File: config.mk
export PLATFORM = sky130hd
export DESIGN_NAME = dot_acc_sequencer
export DESIGN_NICKNAME = d
export VERILOG_FILES = /design/src/rtl/dot_acc_sequencer.sv
export SDC_FILE = /design/constraint.sdc
export NUM_CORES = 1
export LEC_CHECK = 0
export CORE_ASPECT_RATIO = 1.5
export CORE_UTILIZATION = 45
export DETAILED_ROUTE_END_ITERATION = 8
export PLACE_DENSITY = 0.83
export SLEW_MARGIN = 30
export SYNTH_ARGS = -nofsm -noshare
export SYNTH_HDL_FRONTEND = slang
export SYNTH_SLANG_ARGS = --single-unit
export TNS_END_PERCENT = 30
File: constraint.sdc
create_clock -name clk -period 4.1 [get_ports clk]
set_clock_uncertainty 0.1 [all_clocks]
set_input_delay 0.41 -clock clk [delete_from_list [all_inputs] [get_ports clk]]
set_output_delay 0.41 -clock clk [all_outputs]
set_load 0.005 [all_outputs]
File: src/rtl/dot_acc_sequencer.sv
// Dot-product sequencer driving an external End_adder accumulation stage.
// Optional initial bias: define DOT_SEQ_BIAS_EN to add the bias port.
module dot_acc_sequencer #(
   parameter int unsigned DWIDTH = 32,
   parameter int unsigned LEN_W  = 8
) (
   input  logic              clk,
   input  logic              rst_n,
`ifdef DOT_SEQ_BIAS_EN
   input  logic [DWIDTH-1:0] bias,
`endif
   input  logic              start,
   input  logic [LEN_W-1:0]  len,
   output logic              busy,
   input  logic [DWIDTH-1:0] prod_data,
   input  logic              prod_valid,
   output logic              prod_ready,
   output logic [DWIDTH-1:0] add_sum,
   output logic [DWIDTH-1:0] add_prod,
   output logic              add_valid,
   input  logic [DWIDTH-1:0] add_result,
   input  logic              add_done,
   output logic [DWIDTH-1:0] res_data,
   output logic              res_valid,
   input  logic              res_ready
);

   localparam logic [1:0] S_IDLE   = 2'd0;
   localparam logic [1:0] S_FETCH  = 2'd1;
   localparam logic [1:0] S_ADD    = 2'd2;
   localparam logic [1:0] S_RESULT = 2'd3;

   logic [1:0]        state, state_nxt;
   logic [DWIDTH-1:0] acc, acc_nxt;
   logic [DWIDTH-1:0] op, op_nxt;
   logic [LEN_W-1:0]  cnt, cnt_nxt;
   logic [DWIDTH-1:0] acc_init;

`ifdef DOT_SEQ_BIAS_EN
   assign acc_init = bias;
`else
   assign acc_init = '0;
`endif

   // Next-state and datapath update
   always_comb begin
      state_nxt = state;
      acc_nxt   = acc;
      op_nxt    = op;
      cnt_nxt   = cnt;
      case (state)
         S_IDLE: begin
            if (start) begin
               acc_nxt   = acc_init;
               cnt_nxt   = len;
               state_nxt = (len == '0) ? S_RESULT : S_FETCH;
            end
         end
         S_FETCH: begin
            if (prod_valid) begin
               op_nxt    = prod_data;
               state_nxt = S_ADD;
            end
         end
         S_ADD: begin
            if (add_done) begin
               acc_nxt   = add_result;
               cnt_nxt   = cnt - LEN_W'(1);
               state_nxt = (cnt == LEN_W'(1)) ? S_RESULT : S_FETCH;
            end
         end
         S_RESULT: begin
            if (res_ready) state_nxt = S_IDLE;
         end
         default: state_nxt = S_IDLE;
      endcase
   end

   // State register; outputs are registered decodes of the state being entered
   always_ff @(posedge clk) begin
      if (!rst_n) begin
         state      <= S_IDLE;
         acc        <= '0;
         op         <= '0;
         cnt        <= '0;
         busy       <= 1'b0;
         prod_ready <= 1'b0;
         add_valid  <= 1'b0;
         add_sum    <= '0;
         add_prod   <= '0;
         res_valid  <= 1'b0;
         res_data   <= '0;
      end else begin
         state      <= state_nxt;
         acc        <= acc_nxt;
         op         <= op_nxt;
         cnt        <= cnt_nxt;
         busy       <= (state_nxt != S_IDLE);
         prod_ready <= (state_nxt == S_FETCH);
         add_valid  <= (state_nxt == S_ADD);
         add_sum    <= (state_nxt == S_ADD) ? acc_nxt : '0;
         add_prod   <= (state_nxt == S_ADD) ? op_nxt : '0;
         res_valid  <= (state_nxt == S_RESULT);
         res_data   <= (state_nxt == S_RESULT) ? acc_nxt : '0;
      end
   end

endmodule

# Yosys cells after proc, flatten, opt, wreduce, memory -nomap -nowiden
# Cells that the tools add are included.
# word_totals
register_bits	174
inputBits	78
output_inout_bits	100
# op_classes
n_addsub	1
n_eq_ne	9
n_mux	15
reduce_logical	7
# op_table
op	n
two-way mux 32 bit	4
one-hot mux 32 bit (2 select lines)	1
two-way mux 8 bit	2
one-hot mux 8 bit (2 select lines)	1
two-way mux 2 bit	6
== test 2 bit (second input constant)	4
== test 8 x 1 -> 1 bit (second input constant)	1
logical NOT 8 bit	1
one-hot mux 2 bit (4 select lines)	1
subtractor 8 x 1 -> 8 bit (second input constant)	1
== test 2 x 1 -> 1 bit (second input constant)	2
!= test 2 bit (second input constant)	2
AND reduction 2 bit	2
nonzero test 2 bit	2
AND reduction 3 bit	1
logical NOT 2 bit	1

# Longest topological paths before layout
# depth
ltp_word	6
ltp_mapped	7
mapped_depth_nobuf	6

# Worst setup path after synthesis
# OpenSTA, ideal clock, no wires.
# synth_path
path_kind	in2reg
start	input port start
end	register add_prod[10]
t_arrival_ps	1642
setup_slack_ps	2285
stages	7
n_path_buf	3
cell_sequence	inv_1 > or3_1 > clkbuf_1 > o221a_1 > buf_6 > buf_4 > nor3_2
# synth_between
elab_chain_cells	4
# synth_lines
item	line	text
start: declaration	12	input logic start,
two-way mux 2 bit	53	if (start) begin
one-hot mux 2 bit (4 select lines)	51	case (state)
== test 2 bit	102	add_prod <= (state_nxt == S_ADD) ? op_nxt : '0;
AND reduction 2 bit (no source line)	--	
end signal: assignment	102	
end: declaration	19	output logic [DWIDTH-1:0] add_prod,
# No other way between the ends.
# A chain may end at the register's enable or synchronous reset.

# Worst setup path in the final report
# layout_path
start	register state[0]
end	register add_prod[16]
# layout_between
elab_chain_cells	4
elab_cells_between_ends	12
cone_classes	4 x eq/ne; 6 x mux; 2 x reduce/logical
# layout_lines
item	line	text
start: declaration	33	logic [1:0] state, state_nxt;
start signal: assignment	94	state <= state_nxt;
== test 2 bit, or another cell as far along	51	
one-hot mux 2 bit (4 select lines)	51	
== test 2 bit	102	
AND reduction 2 bit (no source line)	--	
# Several ways; a longest one is shown, not always the timed one.

==> impl_table.tex <==
\begin{tabular}{lr}
\hline
Metric & Value \\
\hline
\multicolumn{2}{l}{\textbf{Routing}} \\
\quad DRT Wirelength & 15.1 mm \\
\quad DR vias/cell & 5.29 \\
\quad Total iterations of the first detailed-routing run & 5 \\
\quad Routed len/inst & 16.8 um \\
\quad DRC violation count after routing & 0 \\
\quad Vias post-DR & 4773 \\
\quad Iteration-0 DRC Markers & 212 \\
\quad Number of nets with antenna violations after detailed routing & 0 \\
\multicolumn{2}{l}{\textbf{Pwr}} \\
\quad Power per Cell Area & 436 nW/um2 \\
\quad Clock group share of total power & 43.1\% \\
\quad Switching share of power & 25.0\% \\
\quad Power Internal & 2.72 mW \\
\quad LEAKAGE & 3.25 nW \\
\quad PnR Total Power & approximately 3.6 mW \\
\quad Worst vdd rail ir drop & 0.306 mV \\
\quad Power share of the sequential group & 48.0\% \\
\quad Share of total power in combinational logic & 8.9\% \\
\quad Net switching component of the power & 905 uW \\
\multicolumn{2}{l}{\textbf{Synth}} \\
\quad Synth cell count leaders & 174 x sky130\_fd\_sc\_hd\_\_dfxtp\_1, 82 x sky130\_fd\_sc\_hd\_\_nor3\_1, 76 x sky130\_fd\_sc\_hd\_\_nor2\_1 \\
\quad Seq cells post-synth & 174 \\
\quad Cell accounting for the most synthesized area & sky130\_fd\_sc\_hd\_\_dfxtp\_1 \\
\quad Post-synthesis cell count & 573 \\
\quad Syn. warnings & 0 \\
\quad Per-instance average area after synthesis & 10.4 um2 \\
\quad Top-count cell post-synth & sky130\_fd\_sc\_hd\_\_dfxtp\_1 \\
\quad Summed instance area of the synthesized netlist & roughly 6000 um2 \\
\quad Number of distinct library cells after synthesis & 40 \\
\quad Most common flop cell mapped by yosys & sky130\_fd\_sc\_hd\_\_dfxtp\_1 \\
\quad Async set-or-reset flop fraction in the synthesized netlist & 0\% \\
\quad Count of flip-flops with a built-in enable after synthesis & 0 \\
\quad Main area contributors after synthesis & sky130\_fd\_sc\_hd\_\_dfxtp\_1 59\%, sky130\_fd\_sc\_hd\_\_nor3\_1 6.9\%, sky130\_fd\_sc\_hd\_\_mux2i\_1 5.6\% \\
\quad Area share of the largest cell type after synthesis & 58.7\% \\
\quad Sequential share of the synthesized area & 58.7\% \\
\quad Post-Syn Nets & 653 \\
\multicolumn{2}{l}{\textbf{Floorplan}} \\
\quad Core box area & about 13000 um2 \\
\quad Number of top-level pins & 178 \\
\quad Vert. Die Dim & around 140 um \\
\quad Die footprint & 13700 um2 \\
\quad Die W & 95.8 um \\
\quad Initial core utilization & 46.0\% \\
\quad \# rows & 51 \\
\multicolumn{2}{l}{\textbf{STA}} \\
\quad Final hold violation count & 0 \\
\quad Post-route clock period utilization & 69.0\% \\
\quad Worst slew margin & 33.3\% \\
\quad Total count of max-transition violations in the final report & 0 \\
\quad RSZ-0062 raised after global routing & false \\
\quad Shortest period the worst path allows & $\sim$2.8 ns \\
\quad F\_max & 0.353 GHz \\
\quad Setup TNS after final layout & 0 ns \\
\quad Worst Max-Slew Pin Slew & $\sim$1 ns \\
\quad Final-report setup violation count & 0 \\
\multicolumn{2}{l}{\textbf{Clock network}} \\
\quad Post-CTS clock slew at the launch and capture registers of the worst setup and hold paths & 0.07 ns \\
\quad Clock tree from TritonCTS & done \\
\quad Number of buffers added to fix hold violations after cts & 0 \\
\quad Number of instances resized during post-cts repair & 0 \\
\quad Maximum buffer depth of the clock tree & 2 \\
\quad CTS Buf Count & 17 \\
\quad Source-to-sink clock delay at the later pin of the worst-skew pair & roughly 0.41 ns \\
\quad Clock Sink Count & between 150 and 200 \\
\quad Post-CTS Setup Bufs & 0 \\
\quad Cell at the root of the clock tree & sky130\_fd\_sc\_hd\_\_clkbuf\_16 \\
\quad H-tree depth & 4 \\
\multicolumn{2}{l}{\textbf{Worst setup path}} \\
\quad Startpoint Class & register \\
\quad Req. time, crit path & roughly 4.3 ns \\
\quad Critical path peak fanout & 55 \\
\quad Arrival time of data at the critical path endpoint & between 3 and 4 ns \\
\quad Endpoint type of the worst setup path & register \\
\quad Setup CP Type & reg -> reg \\
\multicolumn{2}{l}{\textbf{Placement}} \\
\quad Detailed placer's ending HPWL & about 10 mm \\
\quad Number of port buffers & 177 \\
\quad Final GP Congestion & 0.830 \\
\multicolumn{2}{l}{\textbf{Cells and area}} \\
\quad P\&R area growth vs syn & 40.1\% \\
\quad Share of cells above drive strength 1 & 10.9\% \\
\quad Post-layout nets & approximately 800 \\
\quad Antenna diode count & 0 \\
\multicolumn{2}{l}{\textbf{Flow run}} \\
\quad MaxCap Viol Count & 0 \\
\multicolumn{2}{l}{\textbf{GRT}} \\
\quad Number of global-route vias before repair & 5007 \\
\quad First-pass GRT wire length & 23.7 mm \\
\quad Antenna violations before repair & 0 \\
\quad All-Layer GR Usage & a little under a quarter \\
\quad Maximum number of pins on one net before global-route repair & 56 \\
\quad Remaining Overflow, GRT & 0 \\
\multicolumn{2}{l}{\textbf{Worst hold path}} \\
\quad Hold/Removal Path Class & reg -> reg \\
\multicolumn{2}{l}{\textbf{Status}} \\
\quad Run status & finished, final reports clean \\
\hline
\end{tabular}
==> metal layers <==
layer | vias up | GRT usage (%) | part of all wire, % | wire [um]
li1 | 2287 | - | - | -
met1 | 2276 | 24.2 | 38 | 5740
met2 | 175 | 41.4 | 53 | 8000
met3 | 35 | 5.86 | 6.3 | 953
met4 | 0 | 10.9 | 3.1 | 464
met5 | - | 0 | 0 | 0
==> power by group through the flow <==
stage	logic, mW	clock network [mW]	registers, mW
finish	0.322	1.56	1.74
global route	0.348	1.68	1.74
CTS	0.322	1.59	1.74
detailed placement	0.319	0	1.78
global placement	0.309	0	1.78
floorplan	0.196	0	1.77
==> worst paths after layout <==
check	start	to	slack, ns	cells past startpoint
worst max register to register	state[0]$_SDFF_PN0_	add_prod[16]$_SDFF_PN0_	1.27	4
worst min-delay path	op[17]$_SDFF_PN0_	op[17]$_SDFF_PN0_	0.39	2
worst max-delay path	state[0]$_SDFF_PN0_	add_prod[16]$_SDFF_PN0_	1.27	4
worst min register to register	op[17]$_SDFF_PN0_	op[17]$_SDFF_PN0_	0.39	2
==> registers in the layout (all words and copies together) (netlist names), 2 cells and up <==
signal,count
acc,32
add_prod,32
add_sum,32
op,32
res_data,32
cnt,8
state,2
==> logic make-up after synthesis <==
kind of cell	after synthesis	synth area share, %
AO/OA/AOI/OAI	42	5.08
adder cells (fa/ha/maj)	2	0.422
buffers and inverters	53	4.79
flip-flops	174	58.7
multiplexers	52	9.36
AND/OR/NAND/NOR	250	21.6
==> metrics by stage <==
| stage | std cells | hold slack, ns | utilization [%] | setup slack (ns) | cell area (um2) |
|---|---|---|---|---|---|
| 6_report | 902 | 0.392 | 64.5 | 1.27 | 8310 |
| 3_5_place_dp | 870 | 0.385 | 60.0 | 1.00 | 7730 |
| 2_1_floorplan | 573 | 0.359 | - | 2.29 | 5930 |
| 4_1_cts | 902 | 0.397 | 64.5 | 1.31 | 8310 |
| 3_3_place_gp | 869 | 0.371 | 59.9 | 1.04 | 7720 |
| 5_1_grt | 902 | 0.417 | 64.5 | 1.11 | 8310 |
==> critical path: stages (launching register included) <==
cell and delay, ns:
sky130_fd_sc_hd__dfxtp_1 0.52, sky130_fd_sc_hd__nand2b_1 0.48, sky130_fd_sc_hd__o221a_4 0.78, sky130_fd_sc_hd__buf_4 0.56, sky130_fd_sc_hd__and3b_1 0.24
==> area by class of cell <==
| class | instances | area (um2) |
|---|---|---|
| fillers | 1057 | 4580 |
| multi-input cells | 346 | 2180 |
| repair buffers | 185 | 1850 |
| flip-flops and latches | 174 | 3480 |
| clock buffers | 17 | 425 |
| well taps | 159 | 199 |
| clock inverters | 15 | 153 |
| inverters | 6 | 22.5 |
==> cells in the final DEF, fill, tap and decap left out, types with 16 or more instances in the layout <==
| master | n |
|---|---|
| sky130_fd_sc_hd__clkbuf_16 | 17 |
| sky130_fd_sc_hd__clkdlybuf4s50_1 | 177 |
| sky130_fd_sc_hd__dfxtp_1 | 174 |
| sky130_fd_sc_hd__mux2_2 | 18 |
| sky130_fd_sc_hd__mux2i_1 | 33 |
| sky130_fd_sc_hd__nand2_1 | 26 |
| sky130_fd_sc_hd__nor2_1 | 76 |
| sky130_fd_sc_hd__nor3_1 | 82 |
| sky130_fd_sc_hd__nor3_2 | 16 |
Power figures use the tool's default switching activity.
